==> src/rtl/barrido_entradas_pkg.sv <==
// rtl/barrido_entradas_pkg.sv - shared constants for the input-sweep sequencer
// Purpose: FSM state encoding, signature width/polynomial and the
//          one-step signature update used by the signature register.
package barrido_entradas_pkg;

    localparam logic [1:0] ST_IDLE   = 2'd0;
    localparam logic [1:0] ST_SETTLE = 2'd1;
    localparam logic [1:0] ST_SAMPLE = 2'd2;
    localparam logic [1:0] ST_DONE   = 2'd3;

    localparam int              SIG_W    = 16;
    localparam logic [SIG_W-1:0] SIG_POLY = 16'h1021;

    // Shift left, fold the polynomial back in when the MSB falls out,
    // then mix in the (already zero-extended) response word.
    function automatic logic [SIG_W-1:0] sig_step(input logic [SIG_W-1:0] sig,
                                                  input logic [SIG_W-1:0] data);
        return {sig[SIG_W-2:0], 1'b0} ^ (sig[SIG_W-1] ? SIG_POLY : '0) ^ data;
    endfunction

endpackage

==> src/rtl/firma_crc16.sv <==
// rtl/firma_crc16.sv - 16-bit response signature register
// Purpose: accumulates sampled responses into a running signature.
// Ports:
//   clk, reset   clock and synchronous active-high reset
//   clr_i        clear signature to 0 (wins over en_i)
//   en_i         fold data_i into the signature this edge
//   data_i [M]   response word, zero-extended to 16 bits
//   sig_o [16]   current signature
module firma_crc16
    import barrido_entradas_pkg::*;
#(
    parameter int M = 1
) (
    input  logic             clk,
    input  logic             reset,
    input  logic             clr_i,
    input  logic             en_i,
    input  logic [M-1:0]     data_i,
    output logic [SIG_W-1:0] sig_o
);

    logic [SIG_W-1:0] sig_q;
    logic [SIG_W-1:0] sig_d;

    always_comb begin
        sig_d = sig_q;
        if (clr_i) begin
            sig_d = '0;
        end else if (en_i) begin
            sig_d = sig_step(sig_q, SIG_W'(data_i));
        end
    end

    always_ff @(posedge clk) begin
        if (reset) begin
            sig_q <= '0;
        end else begin
            sig_q <= sig_d;
        end
    end

    assign sig_o = sig_q;

endmodule

==> src/rtl/barrido_entradas.sv <==
// rtl/barrido_entradas.sv - exhaustive input sweep sequencer with signature
// Purpose: drives every K-bit vector 0..2^K-1 into a combinational unit,
//          waits SETTLE un-held cycles, samples y_in, strobes it out and
//          folds it into a 16-bit signature.
// Ports:
//   clk, reset          clock, synchronous active-high reset
//   start, abort, hold  control: begin sweep / return to idle / freeze settle
//   y_in [M]            response of the unit under test
//   x_out [K]           vector currently driven
//   sample_valid        one-cycle strobe qualifying sample_idx / sample_y
//   sample_idx [K]      vector index of the strobed sample
//   sample_y [M]        captured response
//   busy, done          sweep in progress / sweep complete
//   signature [16]      running response signature
module barrido_entradas
    import barrido_entradas_pkg::*;
#(
    parameter int K      = 1,
    parameter int M      = 1,
    parameter int SETTLE = 2
) (
    input  logic         clk,
    input  logic         reset,
    input  logic         start,
    input  logic         abort,
    input  logic         hold,
    input  logic [M-1:0] y_in,
    output logic [K-1:0] x_out,
    output logic         sample_valid,
    output logic [K-1:0] sample_idx,
    output logic [M-1:0] sample_y,
    output logic         busy,
    output logic         done,
    output logic [15:0]  signature
);

    localparam int              CW       = (SETTLE > 1) ? $clog2(SETTLE) : 1;
    localparam logic [CW-1:0]   CNT_LAST = CW'(SETTLE - 1);
    localparam logic [K-1:0]    X_LAST   = '1;

    logic [1:0]    state_q, state_d;
    logic [CW-1:0] cnt_q,   cnt_d;
    logic [K-1:0]  x_q,     x_d;
    logic [K-1:0]  idx_q,   idx_d;
    logic [M-1:0]  y_q,     y_d;
    logic          sv_q,    sv_d;
    logic          sig_clr;
    logic          sig_en;

    always_comb begin
        state_d = state_q;
        cnt_d   = cnt_q;
        x_d     = x_q;
        idx_d   = idx_q;
        y_d     = y_q;
        sv_d    = 1'b0;
        sig_clr = 1'b0;
        sig_en  = 1'b0;
        // abort wins over everything except reset; an in-flight SAMPLE is
        // dropped, so no strobe and no signature update for that vector.
        if (abort) begin
            state_d = ST_IDLE;
            cnt_d   = '0;
            x_d     = '0;
            sig_clr = 1'b1;
        end else begin
            case (state_q)
                ST_IDLE: begin
                    cnt_d   = '0;
                    x_d     = '0;
                    sig_clr = 1'b1;
                    if (start) begin
                        state_d = ST_SETTLE;
                    end
                end
                ST_SETTLE: begin
                    if (!hold) begin
                        if (cnt_q == CNT_LAST) begin
                            cnt_d   = '0;
                            state_d = ST_SAMPLE;
                        end else begin
                            cnt_d = cnt_q + 1'b1;
                        end
                    end
                end
                ST_SAMPLE: begin
                    idx_d  = x_q;
                    y_d    = y_in;
                    sv_d   = 1'b1;
                    sig_en = 1'b1;
                    if (x_q == X_LAST) begin
                        state_d = ST_DONE;
                    end else begin
                        x_d     = x_q + 1'b1;
                        state_d = ST_SETTLE;
                    end
                end
                ST_DONE: begin
                    if (start) begin
                        x_d     = '0;
                        cnt_d   = '0;
                        sig_clr = 1'b1;
                        state_d = ST_SETTLE;
                    end
                end
                default: state_d = ST_IDLE;
            endcase
        end
    end

    always_ff @(posedge clk) begin
        if (reset) begin
            state_q <= ST_IDLE;
            cnt_q   <= '0;
            x_q     <= '0;
            idx_q   <= '0;
            y_q     <= '0;
            sv_q    <= 1'b0;
        end else begin
            state_q <= state_d;
            cnt_q   <= cnt_d;
            x_q     <= x_d;
            idx_q   <= idx_d;
            y_q     <= y_d;
            sv_q    <= sv_d;
        end
    end

    firma_crc16 #(.M(M)) u_firma (
        .clk    (clk),
        .reset  (reset),
        .clr_i  (sig_clr),
        .en_i   (sig_en),
        .data_i (y_in),
        .sig_o  (signature)
    );

    assign x_out        = x_q;
    assign sample_valid = sv_q;
    assign sample_idx   = idx_q;
    assign sample_y     = y_q;
    assign busy         = (state_q == ST_SETTLE) || (state_q == ST_SAMPLE);
    assign done         = (state_q == ST_DONE);

endmodule

==> config.mk <==
export PLATFORM = sky130hd
export DESIGN_NAME = barrido_entradas
export DESIGN_NICKNAME = d
export VERILOG_FILES = /design/src/rtl/barrido_entradas_pkg.sv /design/src/rtl/firma_crc16.sv /design/src/rtl/barrido_entradas.sv
export SDC_FILE = /design/constraint.sdc
export NUM_CORES = 1
export LEC_CHECK = 0
export ABC_AREA = 1
export CAP_MARGIN = 0
export CORE_ASPECT_RATIO = 1.1
export CORE_MARGIN = 2
export CORE_UTILIZATION = 45
export DETAILED_ROUTE_END_ITERATION = 7
export PLACE_DENSITY = 0.74
export SKIP_LAST_GASP = 1
export SLEW_MARGIN = 20
export SYNTH_ARGS = -nofsm -noshare
export SYNTH_HDL_FRONTEND = slang
export SYNTH_HIERARCHICAL = 1
export SYNTH_SLANG_ARGS = --single-unit
==> constraint.sdc <==
create_clock -name clk -period 3.2 [get_ports clk]
set_clock_uncertainty 0.15 [all_clocks]
set_input_delay 0.64 -clock clk [delete_from_list [all_inputs] [get_ports clk]]
set_output_delay 0.64 -clock clk [all_outputs]
set_load 0.02 [all_outputs]
Word-level counts from Yosys, hierarchy flattened

Cells that the tools add are included.

Flip-flop bits (word level): 23
Input port bits: 6
Output and inout bits: 22
Word-level logic and storage cells: 47

Add/sub/neg operators: 2
Equal/unequal tests: 7
Multiplexer cells: 17
Bitwise gates (word level): 3
Reductions and logical operators: 11

Operator list:

| operator                                               | count |
|---|---|
| XOR 16 x 1 -> 16 bit                                   | 1 |
| XOR 16 bit                                             | 1 |
| two-way mux 13 bit                                     | 1 |
| two-way mux 1 bit                                      | 8 |
| two-way mux 2 bit                                      | 4 |
| inequality test 2 bit (second input constant)          | 3 |
| case mux 1 bit (3 select lines)                        | 2 |
| case mux 2 bit (3 select lines)                        | 1 |
| AND reduction 3 bit                                    | 2 |
| nonzero test 3 bit                                     | 2 |
| OR reduction 2 bit                                     | 3 |
| equality test 2 bit (second input constant)            | 2 |
| AND reduction 2 bit                                    | 2 |
| adder 1 bit (second input constant)                    | 2 |
| equality test 2 x 1 -> 1 bit (second input constant)   | 1 |
| logical NOT 2 bit                                      | 1 |
| inequality test 2 x 1 -> 1 bit (second input constant) | 1 |
| case mux 1 bit (2 select lines)                        | 1 |
| logical OR 1 bit                                       | 1 |
| NOT 1 bit                                              | 1 |

Longest topological paths before layout

Depth after elaboration: 4
Depth in mapped cells: 9
Mapped depth without buffers: 9

Hierarchy

The synthesis kept the hierarchy.

Modules (own cells, without submodules):

| module           | times used | cells an instance | area each (sq um) |
|---|---|---|---|
| firma_crc16      | 1          | 88                | 679.4 |
| barrido_entradas | 1          | 55                | 387.9 |

Worst setup path before layout

OpenSTA, ideal clock, no wires.

Kind: register to register
Start point: register state_q[0]
End point: register u_firma.sig_q[10], in the netlist u_firma/sig_o[10]
Arrival: 1.431 ns
Slack: 1.501 ns
Cell stages (with the launch flop): 8
Path buffers: 1
Period minus slack after synthesis: 1.699 ns
Path through: dfxtp_1 > inv_1 > ha_1 > o21bai_1 > inv_1 > nand2_1 > buf_4 > a21oi_2

Cells in the longest elaborated chain, start to end: 4
Elaborated cells between the ends (all ways): 8
Those cells by class: eq/ne (2); mux (4); reduce/logical (2)

RTL lines:

| item                                                     | line                    | RTL |
|---|---|---|
| start: declaration                                       | barrido_entradas.sv:41  | `logic [1:0] state_q, state_d;` |
| start signal: assignment                                 | barrido_entradas.sv:120 | `state_q <= state_d;` |
| equality test 2 bit or logical NOT 2 bit (tied branches) | barrido_entradas.sv:67  | `case (state_q)` |
| case mux 1 bit (2 select lines) *                        | barrido_entradas.sv:67  |  |
| two-way mux 1 bit *                                      | barrido_entradas.sv:61  | `if (abort) begin` |
| via sig_clr                                              | barrido_entradas.sv:47  | `logic sig_clr;` |
| OR reduction 2 bit (no line) *                           | --                      |  |
| end signal: assignment                                   | firma_crc16.sv:38       | `sig_q <= sig_d;` |
| end: declaration                                         | firma_crc16.sv:22       | `logic [SIG_W-1:0] sig_q;` |

Mark *: on every way through the listed nets, which the timed path passes. The rest lies on a longest branch.
A chain may end at the register's enable or synchronous reset.

Worst setup path after layout

Start point: register state_q[0]
End point: output busy

Cells in the longest elaborated chain, start to end: 2
Elaborated cells between the ends (all ways): 3
Those cells by class: eq/ne (2); reduce/logical (1)

RTL lines:

| item                                                                | line                    | RTL |
|---|---|---|
| equality test 2 x 1 -> 1 bit or equality test 2 bit (tied branches) | barrido_entradas.sv:142 | `assign busy = (state_q == ST_SETTLE) \|\| (state_q == ST_SAMPLE);` |
| logical OR 1 bit *                                                  | barrido_entradas.sv:142 |  |
| end: declaration                                                    | barrido_entradas.sv:32  | `output logic busy,` |

Mark *: on every way between the ends. The rest lies on a longest branch, timed or not.

==> reports/qor.txt <==
Status: completed
# hold bufs at CTS: 0
CP startpoint: state_q[0]$_SDFFE_PP0P_
Seq. cell area: 460 sq um
Yosys cell types: 16
Initial DRC Count: 26
Tmin final: 2.56 ns
Vias per cell: 4.74
Reg clk slew, reported paths: 0.13 ns
Post-synth top area cell: dfxtp_1
Top Ports: 28
Fin crit share: 0.800
CTS resizes: 0
Synthesized instance count: 143
Most used DFF post-synth: dfxtp_1
Port bufs: 27
Slew at the pin closest to its max-slew limit: 0.725 ns
Flop-to-flop setup slack: 1.10 ns
Die H: 55.1 um
Syn avg cell area: 7.46 sq um
Max rail drop VDD: 0.198 mV
CTS root buf: clkbuf_4
Largest net degree at the start of global routing: 23
RR Endpoint: u_firma/sig_o[12]$_SDFFE_PP0P_
Post-synth top cells: nand2_1, dfxtp_1, inv_1, nor2_1, a21oi_2
Synth top area cells: dfxtp_1, nand2_1, a21oi_2, inv_1, ha_1
CP max stage cell: clkdlybuf4s50_1
TritonCTS Buffers: 3
Nets@finish: 183
Reg2reg start: state_q[0]$_SDFFE_PP0P_
RePlAce Congestion: 0.838
Pwr/cell area: 358 nW/um^2
Gr usage total: 0.167
Hold endpoint: sample_y$_SDFFE_PP0P_
Post-synth top area share: 0.431
Slew Limit Fails: 0
CTS H-tree depth: 1
Register area share after synthesis: 0.431
Warnings, synthesis: 6
Sum Neg Setup Slack: 0 ns
Drt drc: 0
Final core area utilization: 0.606
FF-to-FF path depth: 8
Rel. slew slack: 0.516
FF+latch count, synth: 23
Critical Path Source Type: flop
Starting Density: 0.474
Placed cell areas: 1340 sq um
Max Cap Violations: 0
Die width: 50.4 um
Count leader, synth: nand2_1
Antenna Nets Post-Route: 0
Hold Crit Depth: 2
Critical path arrival: 1.77 ns
Setup WS post-layout: 0.642 ns
Synth-to-layout area growth: 27.8%
Fin area: 1360 sq um
Multi-input logic area: 489 sq um
Core area: 2250 sq um
CP bufs+invs: 2
TritonCTS clock tree: built
ANT cells: 0
Leakage power: 0.499 nW
Post-synth ARST share: 0
Bufs on Longest Clock Path: 2
Share of cells above drive strength 1: 0.0994
Critical path fanouts, max: 5
First-pass GRT wire length: 3.43 mm
Mapped Nets: 154
Initial antenna violation count: 0
Seq pwr share: 0.600
Setup CP Type: flop to output port
Hold crit path type: flop to flop
Hold slack: 0.327 ns
HPWL Detailed: 1.61 mm
Mapped Area: 1070 sq um
Crit-path cells: inv_1, ha_1, clkdlybuf4s50_1
Combinational share of power: 0.125
Fmax: 391 MHz
Critical Path RT: 2.41 ns
WL per Instance: 10.6 um
Internal power: 0.000360 W
Die footprint: 2780 sq um
Vias in the first global route: 831
Pre-CTS setup slack: 0.782 ns
First-pass DRT Iterations: 4
Gr ovfl total: 0
Rows: 18
Num Clock Sinks: 23
Clock Latency Late Sink: 0.31 ns
Final hold violations: 0
Post-Route WL: 2.14 mm
Post-synth EDFFs: 0
Delay-heaviest family, CP: buffers and inverters
# fillers: 213
Min-Delay Startpoint: sample_y$_SDFFE_PP0P_
Clk network pwr share: 0.274
Switching part of the total: 0.263
RSZ-0062 raised after global routing: false
Max stage delay on crit path: 0.61 ns
Post-CTS Setup Repair Bufs: 0
Final setup violation count: 0
Switching power total: 0.000128 W
Routed vias: 952
CP Capture Type: output port
==> kinds of logic after synthesis <==
family          count (synthesis)  synth area share
compound gates                 21             0.136
fa+ha+maj                       5            0.0586
buf+inv                        23             0.110
flops                          23             0.431
simple gates                   71             0.264
==> metal layers <==
metal / global-route usage / wire [um] / share of wire / vias up
met5: 0 / 0 / 0 / -
met4: 0.0676 / 20 / 0.0094 / 0
met3: 0.0242 / 87 / 0.041 / 2
met2: 0.314 / 1080 / 0.51 / 18
met1: 0.193 / 947 / 0.44 / 439
li1: - / - / - / 493
==> worst max-delay path by stage <==
stage          slack [ns]  depth (start not counted)                        endpoint
2_1_floorplan        1.50                          7  u_firma/sig_o[10]$_SDFFE_PP0P_
3_3_place_gp         0.86                          7  u_firma/sig_o[12]$_SDFFE_PP0P_
3_5_place_dp         0.78                          7  u_firma/sig_o[12]$_SDFFE_PP0P_
4_1_cts              0.62                          3                            busy
5_1_grt              0.55                          3                            busy
6_report             0.64                          3                            busy
==> state kept, by name (all words and copies together), names as in the netlist <==
signal         count
sample_y           1
sample_valid       1
cnt_q              1
state_q            2
x_out              1
u_firma/sig_o     16
sample_idx         1
==> power by group through the flow <==
stage               logic (W)  registers [W]  clock network [W]
floorplan           0.0000427       0.000300                  0
global placement    0.0000588       0.000299                  0
detailed placement  0.0000610       0.000299                  0
CTS                 0.0000611       0.000293           0.000139
global route        0.0000680       0.000294           0.000148
finish              0.0000612       0.000293           0.000134
==> area by class of cell <==
| cell class | instances | area share |
|---|---|---|
| multi-input combinational | 97 | 0.359 |
| sequential | 23 | 0.338 |
| timing repair buffer | 28 | 0.204 |
| inverter | 19 | 0.0523 |
| tap | 30 | 0.0275 |
| clock buffer | 3 | 0.0165 |
| clock inverter | 1 | 0.00367 |
==> worst min-delay path, delay by kind of cell, from the launching register on <==
family             cells  cell delay (ns)
and+or+nand+nor        1             0.06
DFF                    1             0.33
AOI/OAI and AO/OA      1             0.05
==> placed cells by master (no fill, tap or decap), drive strengths merged <==
cell	Yosys	layout
o21bai	1	1
inv	19	19
nand3	6	6
buf	3	1
nor2	12	12
clkinv	0	1
a21oi	19	19
clkbuf	1	3
clkdlybuf4s50	0	27
o21ai	1	1
ha	5	5
nand2	53	53
dfxtp	23	23
==> metrics by stage <==
stage	total power [W]	cells
global placement	0.000358	197
global route	0.000510	201
detailed placement	0.000360	197
floorplan	0.000343	143
finish	0.000488	201
CTS	0.000493	201
Note: power is estimated with default switching activity, not from simulation.
